==> config.mk <==
export PLATFORM = sky130hd
export DESIGN_NAME = vga_fb_stream
export DESIGN_NICKNAME = d
export VERILOG_FILES = /design/src/rtl/vga_fb_stream.sv
export SDC_FILE = /design/constraint.sdc
export NUM_CORES = 1
export LEC_CHECK = 0
export ABC_AREA = 0
export BUFFER_PORTS_ARGS = -buffer_cell sky130_fd_sc_hd__buf_4
export CELL_PAD_IN_SITES_DETAIL_PLACEMENT = 0
export CELL_PAD_IN_SITES_GLOBAL_PLACEMENT = 1
export CORE_ASPECT_RATIO = 1.75
export CORE_MARGIN = 3
export CORE_UTILIZATION = 37
export DETAILED_ROUTE_END_ITERATION = 10
export PLACE_DENSITY_LB_ADDON = 0.1
export SLEW_MARGIN = 5
export SYNTH_ARGS = -nofsm -noshare
export SYNTH_HDL_FRONTEND = slang
export SYNTH_SLANG_ARGS = --single-unit
==> constraint.sdc <==
create_clock -name axi_clk -period 6.8 [get_ports axi_clk]
set_input_delay 1.02 -clock axi_clk [delete_from_list [all_inputs] [get_ports axi_clk]]
set_output_delay 1.02 -clock axi_clk [all_outputs]
set_load 0.005 [all_outputs]
==> src/rtl/vga_fb_stream.sv <==
// ---------------------------------------------------------------------------
// vga_fb_stream
//   Framebuffer scan-out engine. Walks a whole VGA frame (visible area plus
//   blanking), issues one AXI-Lite read per visible pixel with up to
//   MAX_OUTSTANDING beats in flight, and emits an in-order pixel stream that
//   carries RGB, active-low syncs and the frame coordinates of each beat.
//
// Ports
//   axi_clk, axi_resetn      clock, asynchronous active-low reset
//   enable                   permit issuing new beats (in-flight beats drain)
//   axi_ar*                  read address channel (master side)
//   axi_r*                   read data channel (master side)
//   out_valid / out_ready    output beat handshake
//   red/green/blue           pixel colour, 0 in blanking
//   hsync/vsync              active-low syncs of the beat
//   visible                  beat lies in the visible region
//   column/row               beat position in the whole frame
//   rresp_err                sticky flag: a non-OKAY read response was seen
//
// Handshakes: every channel transfers on a cycle where valid && ready are both
// high at the rising clock edge. A source that raises valid keeps valid and
// its payload unchanged until that transfer; a sink may change ready freely.
// ---------------------------------------------------------------------------
module vga_fb_stream #(
    parameter int                        AXI_ADDR_WIDTH  = 20,
    parameter int                        AXI_DATA_WIDTH  = 16,
    parameter int                        COLOR_BITS      = 4,
    parameter int                        COORD_WIDTH     = 10,
    parameter int                        H_VISIBLE       = 640,
    parameter int                        H_FRONT         = 16,
    parameter int                        H_SYNC          = 96,
    parameter int                        H_BACK          = 48,
    parameter int                        V_VISIBLE       = 480,
    parameter int                        V_FRONT         = 10,
    parameter int                        V_SYNC          = 2,
    parameter int                        V_BACK          = 33,
    parameter logic [AXI_ADDR_WIDTH-1:0] FB_BASE         = '0,
    parameter int                        MAX_OUTSTANDING = 4
) (
    input  logic                      axi_clk,
    input  logic                      axi_resetn,
    input  logic                      enable,
    output logic [AXI_ADDR_WIDTH-1:0] axi_araddr,
    output logic                      axi_arvalid,
    input  logic                      axi_arready,
    input  logic [AXI_DATA_WIDTH-1:0] axi_rdata,
    input  logic [1:0]                axi_rresp,
    input  logic                      axi_rvalid,
    output logic                      axi_rready,
    output logic                      out_valid,
    input  logic                      out_ready,
    output logic [COLOR_BITS-1:0]     red,
    output logic [COLOR_BITS-1:0]     green,
    output logic [COLOR_BITS-1:0]     blue,
    output logic                      hsync,
    output logic                      vsync,
    output logic                      visible,
    output logic [COORD_WIDTH-1:0]    column,
    output logic [COORD_WIDTH-1:0]    row,
    output logic                      rresp_err
);
    localparam int H_WHOLE = H_VISIBLE + H_FRONT + H_SYNC + H_BACK;
    localparam int V_WHOLE = V_VISIBLE + V_FRONT + V_SYNC + V_BACK;
    localparam int PIX_W   = 3 * COLOR_BITS;
    localparam int META_W  = 3 + 2 * COORD_WIDTH;
    localparam int PTR_W   = $clog2(MAX_OUTSTANDING);

    localparam logic [COORD_WIDTH-1:0] H_VIS_C  = COORD_WIDTH'(H_VISIBLE);
    localparam logic [COORD_WIDTH-1:0] H_LAST   = COORD_WIDTH'(H_WHOLE - 1);
    localparam logic [COORD_WIDTH-1:0] HS_BEG   = COORD_WIDTH'(H_VISIBLE + H_FRONT);
    localparam logic [COORD_WIDTH-1:0] HS_END   = COORD_WIDTH'(H_VISIBLE + H_FRONT + H_SYNC);
    localparam logic [COORD_WIDTH-1:0] V_VIS_C  = COORD_WIDTH'(V_VISIBLE);
    localparam logic [COORD_WIDTH-1:0] V_LAST   = COORD_WIDTH'(V_WHOLE - 1);
    localparam logic [COORD_WIDTH-1:0] VS_BEG   = COORD_WIDTH'(V_VISIBLE + V_FRONT);
    localparam logic [COORD_WIDTH-1:0] VS_END   = COORD_WIDTH'(V_VISIBLE + V_FRONT + V_SYNC);
    localparam logic [COORD_WIDTH-1:0] COORD_ONE = COORD_WIDTH'(1);
    localparam logic [AXI_ADDR_WIDTH-1:0] ADDR_ONE = AXI_ADDR_WIDTH'(1);
    localparam logic [PTR_W-1:0]       PTR_ONE  = PTR_W'(1);
    localparam logic [PTR_W:0]         CNT_ONE  = (PTR_W + 1)'(1);
    localparam logic [PTR_W:0]         CREDITS  = (PTR_W + 1)'(MAX_OUTSTANDING);

    // Generator position and framebuffer address of the next visible pixel.
    logic [COORD_WIDTH-1:0]    gcol, grow;
    logic [AXI_ADDR_WIDTH-1:0] addr_ptr;
    logic                      gen_visible, gen_hsync, gen_vsync;

    // Meta FIFO: one entry per issued beat; its occupancy is the credit count.
    logic [META_W-1:0] meta_mem [MAX_OUTSTANDING];
    logic [PTR_W-1:0]  meta_wr, meta_rd;
    logic [PTR_W:0]    meta_count;
    logic [META_W-1:0] meta_head;
    logic              head_visible;

    // Data FIFO: read data in issue order, same depth as the credit pool.
    logic [PIX_W-1:0]  data_mem [MAX_OUTSTANDING];
    logic [PTR_W-1:0]  data_wr, data_rd;
    logic [PTR_W:0]    data_count;
    logic [PIX_W-1:0]  data_head;

    logic [PTR_W:0]    rd_pending;   // AR transfers whose R beat has not arrived
    logic              issue, ar_fire, r_fire, pop, pop_data;

    assign gen_visible = (gcol < H_VIS_C) && (grow < V_VIS_C);
    assign gen_hsync   = !((gcol >= HS_BEG) && (gcol < HS_END));
    assign gen_vsync   = !((grow >= VS_BEG) && (grow < VS_END));

    // A pending AR blocks issue so the address register is never overwritten.
    assign issue   = enable && (meta_count < CREDITS) && !(axi_arvalid && !axi_arready);
    assign ar_fire = axi_arvalid && axi_arready;

    // Data space is guaranteed by credits, so ready only follows reset.
    assign axi_rready = axi_resetn;
    // An R beat with no read outstanding is dropped; a same-cycle AR counts.
    assign r_fire = axi_rvalid && axi_rready && ((rd_pending != '0) || ar_fire);

    assign meta_head    = meta_mem[meta_rd];
    assign head_visible = meta_head[2*COORD_WIDTH];
    assign data_head    = data_mem[data_rd];

    assign out_valid = (meta_count != '0) && (!head_visible || (data_count != '0));
    assign pop       = out_valid && out_ready;
    assign pop_data  = pop && head_visible;

    // Beat fields are forced to idle values whenever no beat is presented.
    assign hsync   = out_valid ? meta_head[2*COORD_WIDTH+2] : 1'b1;
    assign vsync   = out_valid ? meta_head[2*COORD_WIDTH+1] : 1'b1;
    assign visible = out_valid && head_visible;
    assign column  = out_valid ? meta_head[2*COORD_WIDTH-1:COORD_WIDTH] : '0;
    assign row     = out_valid ? meta_head[COORD_WIDTH-1:0] : '0;
    assign {red, green, blue} = (out_valid && head_visible) ? data_head : '0;

    always_ff @(posedge axi_clk) begin
        if (issue) meta_mem[meta_wr] <= {gen_hsync, gen_vsync, gen_visible, gcol, grow};
        if (r_fire) data_mem[data_wr] <= axi_rdata[PIX_W-1:0];
    end

    always_ff @(posedge axi_clk or negedge axi_resetn) begin
        if (!axi_resetn) begin
            gcol        <= '0;
            grow        <= '0;
            addr_ptr    <= FB_BASE;
            axi_arvalid <= 1'b0;
            axi_araddr  <= '0;
            meta_wr     <= '0;
            meta_rd     <= '0;
            meta_count  <= '0;
            data_wr     <= '0;
            data_rd     <= '0;
            data_count  <= '0;
            rd_pending  <= '0;
            rresp_err   <= 1'b0;
        end else begin
            if (ar_fire) axi_arvalid <= 1'b0;

            if (issue) begin
                meta_wr <= meta_wr + PTR_ONE;
                if (gen_visible) begin
                    axi_arvalid <= 1'b1;
                    axi_araddr  <= addr_ptr;
                    addr_ptr    <= addr_ptr + ADDR_ONE;
                end
                if (gcol == H_LAST) begin
                    gcol <= '0;
                    if (grow == V_LAST) begin
                        grow     <= '0;
                        // Last position of a frame is blanking, so no increment races this.
                        addr_ptr <= FB_BASE;
                    end else begin
                        grow <= grow + COORD_ONE;
                    end
                end else begin
                    gcol <= gcol + COORD_ONE;
                end
            end

            if (pop)      meta_rd <= meta_rd + PTR_ONE;
            if (pop_data) data_rd <= data_rd + PTR_ONE;
            if (r_fire)   data_wr <= data_wr + PTR_ONE;

            case ({issue, pop})
                2'b10:   meta_count <= meta_count + CNT_ONE;
                2'b01:   meta_count <= meta_count - CNT_ONE;
                default: ;
            endcase

            case ({r_fire, pop_data})
                2'b10:   data_count <= data_count + CNT_ONE;
                2'b01:   data_count <= data_count - CNT_ONE;
                default: ;
            endcase

            case ({ar_fire, r_fire})
                2'b10:   rd_pending <= rd_pending + CNT_ONE;
                2'b01:   rd_pending <= rd_pending - CNT_ONE;
                default: ;
            endcase

            if (r_fire && (axi_rresp != 2'b00)) rresp_err <= 1'b1;
        end
    end

endmodule

Yosys cells after proc, flatten, opt, wreduce, memory -nomap -nowiden
Memories as Yosys holds them, arrays and structs flattened.
Cells that the tools add are included.
{"block": "classes", "eq_ne": 8, "reduce_logical": 30, "magnitude_cmp": 7, "addsub": 13, "mux": 20}
{"operator": "two-way mux 20 bit", "n": 3}
{"operator": "two-way mux 10 bit", "n": 4}
{"operator": "adder 10 x 1 -> 10 bit, second input constant", "n": 2}
{"operator": "adder 20 x 1 -> 20 bit, second input constant", "n": 1}
{"operator": "equality test 10 bit, second input constant", "n": 2}
{"operator": "less-than comparator 10 bit, second input constant", "n": 2}
{"operator": "less-than comparator 10 x 9 -> 1 bit, second input constant", "n": 2}
{"operator": "one-hot mux 3 bit (2 select lines)", "n": 3}
{"operator": "logical AND 1 bit", "n": 14}
{"operator": "two-way mux 12 bit", "n": 1}
{"operator": ">= comparator 10 bit, second input constant", "n": 1}
{"operator": ">= comparator 10 x 9 -> 1 bit, second input constant", "n": 1}
{"operator": "adder 3 x 1 -> 3 bit, second input constant", "n": 3}
{"operator": "two-way mux 1 bit", "n": 9}
{"operator": "nonzero test 3 bit", "n": 3}
{"operator": "subtractor 3 x 1 -> 3 bit, second input constant", "n": 3}
{"operator": "adder 2 x 1 -> 2 bit, second input constant", "n": 4}
{"operator": "nonzero test 2 bit", "n": 4}
{"operator": "equality test 2 x 1 -> 1 bit, second input constant", "n": 3}
{"operator": "equality test 2 bit, second input constant", "n": 3}
{"operator": "zero test 1 bit", "n": 5}
{"operator": "AND reduction 2 bit", "n": 2}
{"operator": "less-than comparator 3 bit, second input constant", "n": 1}
{"operator": "logical OR 1 bit", "n": 2}
{"block": "word_totals", "mem_count": 2, "ff_bits": 79, "output_inout_bits": 59, "inputBits": 24, "elab_cells": 93, "mem_bits_rw": 140}
{"memory": "meta_mem", "depth": 4, "width": 23, "rd": 1, "rd_ports_with_merged_regs": 0, "write_ports": 1, "line": "88", "source": "logic [META_W-1:0] meta_mem [MAX_OUTSTANDING];"}
{"memory": "data_mem", "depth": 4, "width": 12, "rd": 1, "rd_ports_with_merged_regs": 0, "write_ports": 1, "line": "95", "source": "logic [PIX_W-1:0] data_mem [MAX_OUTSTANDING];"}

Depth between registers and ports, before layout
Gate-level depths: netlist of the first run.
An unclocked memory read counts as a cell.
{"block": "logic_depth", "ltp_word": 8, "ltp_mapped": 10, "depth_no_buf": 9}

Least setup slack after synthesis of the first run
Ideal clock, no wire load.
{"block": "synth_timing", "kind": "reg2out", "start": "register meta_rd[0]", "end": "output port row[0]", "arrival_ns": 1.861, "required_time_ns": 5.780, "slack_ns": 3.919, "path_stages_with_launch": 6, "n_path_buf": 2, "path_cell_list": "dfrtp_1 > buf_2 > mux4_2 > a21boi_0 > clkbuf_1 > and2_1"}
{"block": "synth_via", "elab_chain_len": 5}
{"element": "from (decl)", "line": "89", "source": "logic [PTR_W-1:0] meta_wr, meta_rd;"}
{"element": "from (signal assigned)", "line": "176", "source": "if (pop) meta_rd <= meta_rd + PTR_ONE;"}
{"element": "memory read (4 x 23 bit)"}
{"element": "zero test 1 bit", "line": "120", "source": "assign out_valid = (meta_count != '0) && (!head_visible || (data_count != '0));"}
{"element": "logical OR 1 bit", "line": "120"}
{"element": "logical AND 1 bit", "line": "120"}
{"element": "named net out_valid", "line": "50", "source": "output logic out_valid,"}
{"element": "two-way mux 10 bit", "line": "129", "source": "assign row = out_valid ? meta_head[COORD_WIDTH-1:0] : '0;"}
{"element": "to (decl)", "line": "59", "source": "output logic [COORD_WIDTH-1:0] row,"}
The timed path passes the listed nets, and every way through them passes these cells.

Worst setup path after layout of the first run
{"block": "layout_timing", "start": "register meta_rd[0]", "end": "output port column[8]"}
{"block": "layout_via", "elab_chain_len": 5}
{"element": "memory read (4 x 23 bit) *"}
{"element": "zero test 1 bit", "line": "120"}
{"element": "logical OR 1 bit", "line": "120"}
{"element": "logical AND 1 bit", "line": "120"}
{"element": "two-way mux 10 bit *", "line": "128", "source": "assign column = out_valid ? meta_head[2*COORD_WIDTH-1:COORD_WIDTH] : '0;"}
{"element": "to (decl)", "line": "58", "source": "output logic [COORD_WIDTH-1:0] column,"}
Every way passes the cells marked *; elsewhere a longest branch is shown, timed or not.

==> results of run 1 <==
==> sequential cells by signal, summed over array words and instances, names as in the netlist <==
name         cells
rd_pending       3
data_rd          2
meta_rd          2
data_wr          2
rresp_err        1
addr_ptr        20
axi_arvalid      1
grow            10
meta_mem        92
axi_araddr      20
meta_wr          2
gcol            10
data_count       3
meta_count       3
data_mem        48
==> critical path, stage by stage, from the launching register on <==
cell and delay (ns):
sky130_fd_sc_hd__dfrtp_1 0.32, sky130_fd_sc_hd__buf_4 0.42, sky130_fd_sc_hd__mux4_2 0.60, sky130_fd_sc_hd__a21boi_1 0.33
sky130_fd_sc_hd__buf_4 0.30, sky130_fd_sc_hd__and2_1 0.17, sky130_fd_sc_hd__buf_4 0.11
==> through the flow <==
step / util, % / total power, uW / hold slack (ns)
detailed placement: 41.5 / 3240 / 0.456
global placement: 41.5 / 3190 / 0.453
CTS: 44.6 / 4540 / 0.469
floorplan: - / 2620 / 0.443
finish: 44.6 / 4440 / 0.466
global route: 44.6 / 4720 / 0.493
==> kinds of logic after synthesis <==
family,count (synthesis),share of synthesized area [%]
mux,59,11.4
xor+xnor,24,2.27
compound gates,64,4.26
flops,219,66.6
simple gates,163,10.4
fa+ha+maj,19,2.80
buf+inv,51,2.31
==> final cells by class <==
type / count / area, um^2 / area share, %
Clock buffer: 28 / 604 / 5.50
Clock inverter: 12 / 161 / 1.47
Sequential cell: 219 / 6180 / 56.3
Inverter: 27 / 101 / 0.922
Tap cell: 312 / 390 / 3.55
Timing Repair Buffer: 88 / 661 / 6.01
Multi-Input combinational cell: 329 / 2890 / 26.3
==> metal layers <==
metal | vias to the layer above | track usage [%]
li1 | 2452 | -
met3 | 31 | 2.40
met2 | 105 | 27.6
met4 | 0 | 5.82
met5 | - | 0
met1 | 2688 | 16.0
==> how the worst min path moves through the flow <==
stage	end	slack [ns]	cells after the start
finish	axi_araddr[16]$_DFFE_PN0P_	0.47	1
global route	rresp_err$_DFFE_PN0P_	0.49	1
CTS	rd_pending[2]$_DFFE_PN0P_	0.47	1
detailed placement	rresp_err$_DFFE_PN0P_	0.46	1
global placement	rresp_err$_DFFE_PN0P_	0.45	1
floorplan	rd_pending[2]$_DFFE_PN0P_	0.44	1
==> power by group <==
| group | total [uW] | internal, uW | switching, uW |
|---|---|---|---|
| Clock | 1290 | 782 | 503 |
| Sequential | 1880 | 1690 | 192 |
| Combinational | 1270 | 700 | 570 |
==> placed cells by master, fill, tap and decap left out, types with 2 or more instances in the layout <==
cell / Yosys / final
sky130_fd_sc_hd__xnor2_1: 11 / 11
sky130_fd_sc_hd__fa_1: 3 / 3
sky130_fd_sc_hd__a211oi_1: 3 / 3
sky130_fd_sc_hd__nor4b_1: 2 / 2
sky130_fd_sc_hd__a21oi_1: 20 / 20
sky130_fd_sc_hd__clkbuf_1: 15 / 4
sky130_fd_sc_hd__buf_4: 1 / 88
sky130_fd_sc_hd__xor2_1: 13 / 13
sky130_fd_sc_hd__mux2_2: 21 / 21
sky130_fd_sc_hd__nor3_1: 7 / 6
sky130_fd_sc_hd__nand2b_1: 7 / 7
sky130_fd_sc_hd__dfrtp_1: 79 / 79
sky130_fd_sc_hd__inv_1: 27 / 27
sky130_fd_sc_hd__nand3_1: 16 / 16
sky130_fd_sc_hd__and4_1: 4 / 4
sky130_fd_sc_hd__mux4_2: 35 / 35
sky130_fd_sc_hd__mux2i_1: 3 / 3
sky130_fd_sc_hd__and2_1: 38 / 38
sky130_fd_sc_hd__o21ai_0: 15 / 15
sky130_fd_sc_hd__clkinv_1: 0 / 2
sky130_fd_sc_hd__a31oi_1: 2 / 2
sky130_fd_sc_hd__or3_1: 8 / 8
sky130_fd_sc_hd__nand2_1: 17 / 17
sky130_fd_sc_hd__and3_1: 11 / 11
sky130_fd_sc_hd__nand4_1: 14 / 14
sky130_fd_sc_hd__o31ai_1: 14 / 14
sky130_fd_sc_hd__bufinv_16: 0 / 4
sky130_fd_sc_hd__edfxtp_1: 140 / 140
sky130_fd_sc_hd__o22ai_1: 3 / 3
sky130_fd_sc_hd__or4_1: 15 / 15
sky130_fd_sc_hd__nor2_1: 15 / 15
sky130_fd_sc_hd__ha_1: 16 / 16
sky130_fd_sc_hd__clkinv_2: 0 / 4
sky130_fd_sc_hd__nor2b_1: 2 / 2
sky130_fd_sc_hd__clkbuf_16: 0 / 23
==> PnR_summary.wiki, run 1 <==
{| class="wikitable"
! Metric !! Value
|-
| Shortest period the worst path allows || between 3 and 4 ns
|-
| Count leader, synth || sky130_fd_sc_hd__edfxtp_1
|-
| Final-layout fill cell count || approximately 2200
|-
| Synth top area share || 45.3%
|-
| Highest metal used || met4
|-
| Post-synth EDFFs || 140
|-
| Worst reg2reg endpoint || meta_count[2]$_DFFE_PN0P_
|-
| Count of unique library cells instantiated by Yosys || 48
|-
| Number of buffers created by CTS || 22
|-
| First-pass GRT wire length || 31.4 mm
|-
| Pins Over Slew Limit || 0
|-
| Finish-stage setup viols || 0
|-
| Ranking of synthesized cells by area || sky130_fd_sc_hd__edfxtp_1, sky130_fd_sc_hd__dfrtp_1, sky130_fd_sc_hd__mux4_2
|-
| Average footprint of a synthesized cell || 15.5 um^2
|-
| Path type of the worst setup path || flop to output port
|-
| DRT Pass-1 Iters || 4
|-
| Setup total negative slack || 0 ns
|-
| Largest net degree at the start of global routing || 61
|-
| Timing endpoint of the critical path || column[8]
|-
| GRT Resource Usage Total || 14.6%
|-
| Synthesized flop and latch total || between 200 and 250
|-
| Startpoint types || flop
|-
| Maximum clock insertion buffer count || 3
|-
| Starting density of the core || a little under two fifths
|-
| Antenna cell count || 0
|-
| Most used standard cells in the synthesized netlist || sky130_fd_sc_hd__edfxtp_1, sky130_fd_sc_hd__dfrtp_1, sky130_fd_sc_hd__and2_1
|-
| Ratio of routed vias to standard cells || 5.20
|-
| Post-detailed-placement half-perimeter wirelength || 12.9 mm
|-
| Routed wl met2 || 10.9 mm
|-
| Width of the die || ~130 um
|-
| Proportion of layout cells with a drive suffix above 1 || 26.0%
|-
| PostCTS Resize Cnt || 0
|-
| Static leakage || 0.00415 uW
|-
| Source-to-sink clock delay at the later pin of the worst-skew pair || 0.51 ns
|-
| Post-synth ARST share || 36.1%
|-
| RR Startpoint || meta_rd[0]$_DFFE_PN0P_
|-
| Data required time of the worst path || 5.78 ns
|-
| Top flip-flop cell by instance count after synthesis || sky130_fd_sc_hd__edfxtp_1
|-
| Post CTS Setup Buffer Count || 0
|-
| Final period util || 55.8%
|-
| Syn. warnings || 0
|-
| Final worst slack || 3.00 ns
|-
| Number of levels the H-tree was split into || 1
|-
| Overall die height || 215 um
|-
| Full die area || around 27000 um^2
|-
| Number of antenna violations at the first check in global routing || 0
|-
| DRC errors left || 0
|-
| Total detailed-routing wirelength || between 15 and 20 mm
|-
| Met1 wire length || 7.19 mm
|-
| Num ports || 83
|-
| Launching element of the worst setup path || meta_rd[0]$_DFFE_PN0P_
|-
| Highest clock frequency the design can meet || 263 MHz
|-
| Actual transition at the worst max-transition pin || 0.917 ns
|-
| Fin area || 11000 um^2
|-
| Cell accounting for the most synthesized area || sky130_fd_sc_hd__edfxtp_1
|-
| Via total after detailed routing || 5276
|-
| Met3 wire length || 752 um
|-
| Placement Cell Area || about 10000 um^2
|-
| Syn Inst Count || 599
|-
| Register-to-register setup slack || roughly 3.5 ns
|-
| Worst clock skew || roughly 0.014 ns
|-
| Final net count || 730
|-
| Number of global-route vias before repair || about 5800
|-
| Count of input and output buffers || 78
|-
| Routed wirelength normalized by instance count || 19.1 um
|-
| Sink Count || 219
|-
| Count of placed standard cells in the final layout, fillers left out || 1015
|-
| Initial DRC Count || 291
|-
| Area added between synthesis and finish || 18.4%
|-
| Capturing element type of the critical path || output port
|-
| Worst setup slack after placement || 3.32 ns
|-
| Detail Route Antenna Nets || 0
|-
| Total power per unit cell area || 404 nW/um^2
|-
| Number of cells on the worst reg-to-reg path || 11
|-
| Max transition margin || 38.8%
|-
| Biggest fanout along the worst timing path || 25
|-
| Critical path data arrival time || 2.78 ns
|-
| Rows || 76
|-
| Hold buffer count at CTS || 0
|-
| Class of the most critical hold timing path || primary input to asynchronous set/reset pin
|-
| TritonCTS clock tree || yes
|-
| Buffer type at the clock tree root || sky130_fd_sc_hd__clkbuf_16
|-
| Overflow after GRT || 0
|-
| Maximum capacitance violations || 0
|-
| Core region area || about 25000 um^2
|-
| Setup repair after global routing missed its margin || false
|-
| Post-Syn Area || 9280 um^2
|-
| Result of the run || finished, final reports clean
|-
| Final GP Congestion || 0.756
|-
| Total instance count after detailed placement || between 900 and 1000
|-
| Mapped Nets || approximately 640
|-
| Number of failing hold endpoints at the final stage || 0
|-
| Clock edge transition at the registers on the reported setup and hold paths || about 0.070 ns
|-
| Sequential cell area fraction in the yosys report || 66.6%
|-
| Peak supply drop || 0.000181 V
|}
No activity file was read; power rests on OpenSTA's default activity.
==> run 2: changes to the inputs <==
==> constraint.sdc (replaced) <==
create_clock -name axi_clk -period 3.8 [get_ports axi_clk]
set_input_delay 0.57 -clock axi_clk [delete_from_list [all_inputs] [get_ports axi_clk]]
set_output_delay 0.57 -clock axi_clk [all_outputs]
set_load 0.005 [all_outputs]
==> PnR_summary.wiki, run 2 (synthesis gave the netlist of run 1 again) <==
{| class="wikitable"
! Metric !! Value
|-
| Post CTS Setup Buffer Count || 0 (unchanged)
|-
| Setup repair after global routing missed its margin || false (unchanged)
|-
| Biggest fanout along the worst timing path || 14 (was 25)
|-
| Hold buffer count at CTS || 0 (unchanged)
|-
| Rows || 76 (unchanged)
|-
| Worst clock skew || 0.0128 ns (was 0.0144 ns)
|-
| Width of the die || 126 um (unchanged)
|-
| Peak supply drop || 0.000399 V (was 0.000181 V)
|-
| Maximum capacitance violations || 0 (unchanged)
|-
| Setup total negative slack || 0 ns (unchanged)
|-
| Maximum clock insertion buffer count || 3 (unchanged)
|-
| Source-to-sink clock delay at the later pin of the worst-skew pair || 0.50 ns (was 0.51 ns)
|-
| Chain of cells forming the critical path || mux4_2 > and2_1 > buf_4 (was buf_4 > mux4_2 > a21boi_1 > buf_4 > and2_1 > buf_4)
|-
| Total instance count after detailed placement || 977 (was 975)
|-
| Path type of the worst setup path || flop to output port (unchanged)
|-
| PostCTS Resize Cnt || 0 (unchanged)
|-
| Clock share of power || 27.5% (was 29.0%)
|-
| Worst setup slack after placement || 1.15 ns (was 3.32 ns)
|-
| Number of buffers created by CTS || 22 (unchanged)
|-
| Routed wirelength normalized by instance count || 19.4 um (was 19.1 um)
|-
| Initial DRC Count || 301 (was 291)
|-
| Shortest period the worst path allows || between 2 and 3 ns
|-
| TritonCTS clock tree || yes (unchanged)
|-
| Class of the most critical hold timing path || primary input to asynchronous set/reset pin (unchanged)
|-
| Post-detailed-placement half-perimeter wirelength || 13.3 mm (was 12.9 mm)
|-
| Actual transition at the worst max-transition pin || 0.888 ns (was 0.917 ns)
|-
| Buffer type at the clock tree root || sky130_fd_sc_hd__clkbuf_16 (unchanged)
|-
| Logic depth of the worst setup path including buffers || 3 (was 6)
|-
| Switching power summed over all nets || 2270 uW (was 1270 uW)
|-
| Number of failing hold endpoints at the final stage || 0 (unchanged)
|-
| Sequential fraction of design power || 43.2% (was 42.4%)
|-
| DRT Pass-1 Iters || 6 (was 4)
|-
| Worst path top cell family by delay || flip-flops (was buffers and inverters)
|-
| Largest net degree at the start of global routing || 61 (unchanged)
|-
| Final period util || about three quarters
|-
| Static leakage || 0.00413 uW (was 0.00415 uW)
|-
| Final GP Congestion || 0.723 (was 0.756)
|-
| Number of antenna violations at the first check in global routing || 0 (unchanged)
|-
| GRT Resource Usage Total || 14.5% (was 14.6%)
|-
| DRC errors left || 0 (unchanged)
|-
| Total power per unit cell area || 713 nW/um^2 (was 404 nW/um^2)
|-
| Num ports || 83 (unchanged)
|-
| Full die area || 27100 um^2 (unchanged)
|-
| Starting density of the core || 37.7% (unchanged)
|-
| Ratio of routed vias to standard cells || 5.22 (was 5.20)
|-
| RR Startpoint || meta_rd[0]$_DFFE_PN0P_ (unchanged)
|-
| Commonest cells after routing, fill and taps aside || sky130_fd_sc_hd__edfxtp_1, sky130_fd_sc_hd__buf_4, sky130_fd_sc_hd__dfrtp_1 (unchanged)
|-
| Final net count || 732 (was 730)
|-
| Clock edge transition at the registers on the reported setup and hold paths || 0.06 ns (was 0.07 ns)
|-
| Max FFs per register || 92 (unchanged)
|-
| Overflow after GRT || 0 (unchanged)
|-
| Core region area || 24600 um^2 (unchanged)
|-
| Max transition margin || 40.8% (was 38.8%)
|-
| Worst reg2reg endpoint || meta_count[2]$_DFFE_PN0P_ (unchanged)
|-
| Slowest CP cell || sky130_fd_sc_hd__dfrtp_1 (was sky130_fd_sc_hd__mux4_2)
|-
| Number of cells on the worst reg-to-reg path || 10 (was 11)
|-
| Data required time of the worst path || 3.23 ns (was 5.78 ns)
|-
| Total detailed-routing wirelength || 19.7 mm (was 19.4 mm)
|-
| Largest registers || meta_mem: 92 flops, data_mem: 48 flops (unchanged)
|-
| Detail Route Antenna Nets || 0 (unchanged)
|-
| Number of levels the H-tree was split into || 1 (unchanged)
|-
| Pins Over Slew Limit || 0 (unchanged)
|-
| Capturing element type of the critical path || output port (unchanged)
|-
| Via total after detailed routing || 5308 (was 5276)
|-
| Number of buffer and inverter instances along the worst setup path || 1 (was 3)
|-
| Sink Count || 219 (unchanged)
|-
| Biggest cell delay along the critical path || 0.92 ns (was 0.60 ns)
|-
| Int Power || 5550 uW (was 3170 uW)
|-
| Number of global-route vias before repair || 5717 (was 5757)
|-
| Startpoint types || flop (unchanged)
|-
| Core occupancy in the finished layout || 44.5% (was 44.6%)
|-
| Critical path data arrival time || 2.33 ns (was 2.78 ns)
|-
| Register-to-register setup slack || 1.17 ns (was 3.48 ns)
|-
| First-pass GRT wire length || 31.8 mm (was 31.4 mm)
|-
| Finish-stage setup viols || 0 (unchanged)
|-
| Area added between synthesis and finish || 18.1% (was 18.4%)
|-
| Proportion of layout cells with a drive suffix above 1 || 26.0% (about the same)
|-
| Most common cell after layout, fill and taps aside || sky130_fd_sc_hd__edfxtp_1 (unchanged)
|-
| Final worst slack || 0.901 ns (was 3.00 ns)
|-
| Placement Cell Area || 10200 um^2 (about the same)
|-
| Antenna cell count || 0 (unchanged)
|-
| Overall die height || 215 um (unchanged)
|-
| Largest Register || meta_mem (unchanged)
|-
| Relative contribution of combinational cells to total power || 29.3% (was 28.6%)
|-
| Count of input and output buffers || 78 (unchanged)
|-
| Count of placed standard cells in the final layout, fillers left out || 1017 (was 1015)
|-
| Highest clock frequency the design can meet || 345 MHz
|-
| Fin area || 11000 um^2 (about the same)
|-
| Result of the run || finished, final reports clean (unchanged)
|-
| Switching share of power || 29.0% (was 28.5%)
|}
-- run 2: cell count changes in the layout (fill, tap and decap cells not counted), sizes merged --
cell,change
clkinv,-1
clkbuf,+4
bufinv,-3
buf,+2
-- run 2: how the worst max path moves through the flow --
stage	slack (ns)	endpoint	from
floorplan	1.09	meta_count[2]$_DFFE_PN0P_	meta_rd[0]$_DFFE_PN0P_
global placement	1.18	meta_count[2]$_DFFE_PN0P_	meta_rd[0]$_DFFE_PN0P_
detailed placement	1.15	meta_count[2]$_DFFE_PN0P_	meta_rd[0]$_DFFE_PN0P_
CTS	0.80	blue[0]	data_rd[0]$_DFFE_PN0P_
global route	0.72	red[1]	data_rd[0]$_DFFE_PN0P_
finish	0.90	blue[0]	data_rd[0]$_DFFE_PN0P_
-- run 2: final cells by class --
class,instances,area (um^2)
well taps,312,390
fillers,2225,13700
repair buffers,90,676
clock buffers,32,649
flip-flops and latches,219,6180
clock inverters,8,73.8
multi-input cells,329,2890
inverters,27,101
-- run 2: per-stage QoR --
stage	hold WS, ns	power [uW]
2_1_floorplan	0.274	4690
3_3_place_gp	0.455	5720
3_5_place_dp	0.454	5810
4_1_cts	0.258	7990
5_1_grt	0.254	8310
6_report	0.233	7810
-- run 2: worst register-to-register path, cell delays in order (launching register included) --
cell and delay (ns):
sky130_fd_sc_hd__dfrtp_1 0.37, sky130_fd_sc_hd__mux4_2 0.52, sky130_fd_sc_hd__a21boi_1 0.14, sky130_fd_sc_hd__buf_4 0.27, sky130_fd_sc_hd__and2_1 0.21, sky130_fd_sc_hd__ha_1 0.19, sky130_fd_sc_hd__inv_1 0.06, sky130_fd_sc_hd__fa_1 0.37
sky130_fd_sc_hd__xor2_1 0.15, sky130_fd_sc_hd__nor2_1 0.11, sky130_fd_sc_hd__xor2_1 0.15
-- run 2: per-layer routing --
layer | up-vias | track usage [%] | wire length (um)
li1 | 2450 | - | -
met1 | 2708 | 16.7 | 7480
met2 | 117 | 27.8 | 11000
met3 | 33 | 2.15 | 760
met4 | 0 | 3.84 | 421
met5 | - | 0 | 0
-- run 2: power groups by stage --
stage                     clock, uW  sequential [uW]  combinational [uW]
after floorplan                   0             3280                1410
after CTS                      2220             3390                2380
final                          2150             3370                2290
after global routing           2330             3450                2540
after global placement            0             3410                2320
after detailed placement          0             3440                2370
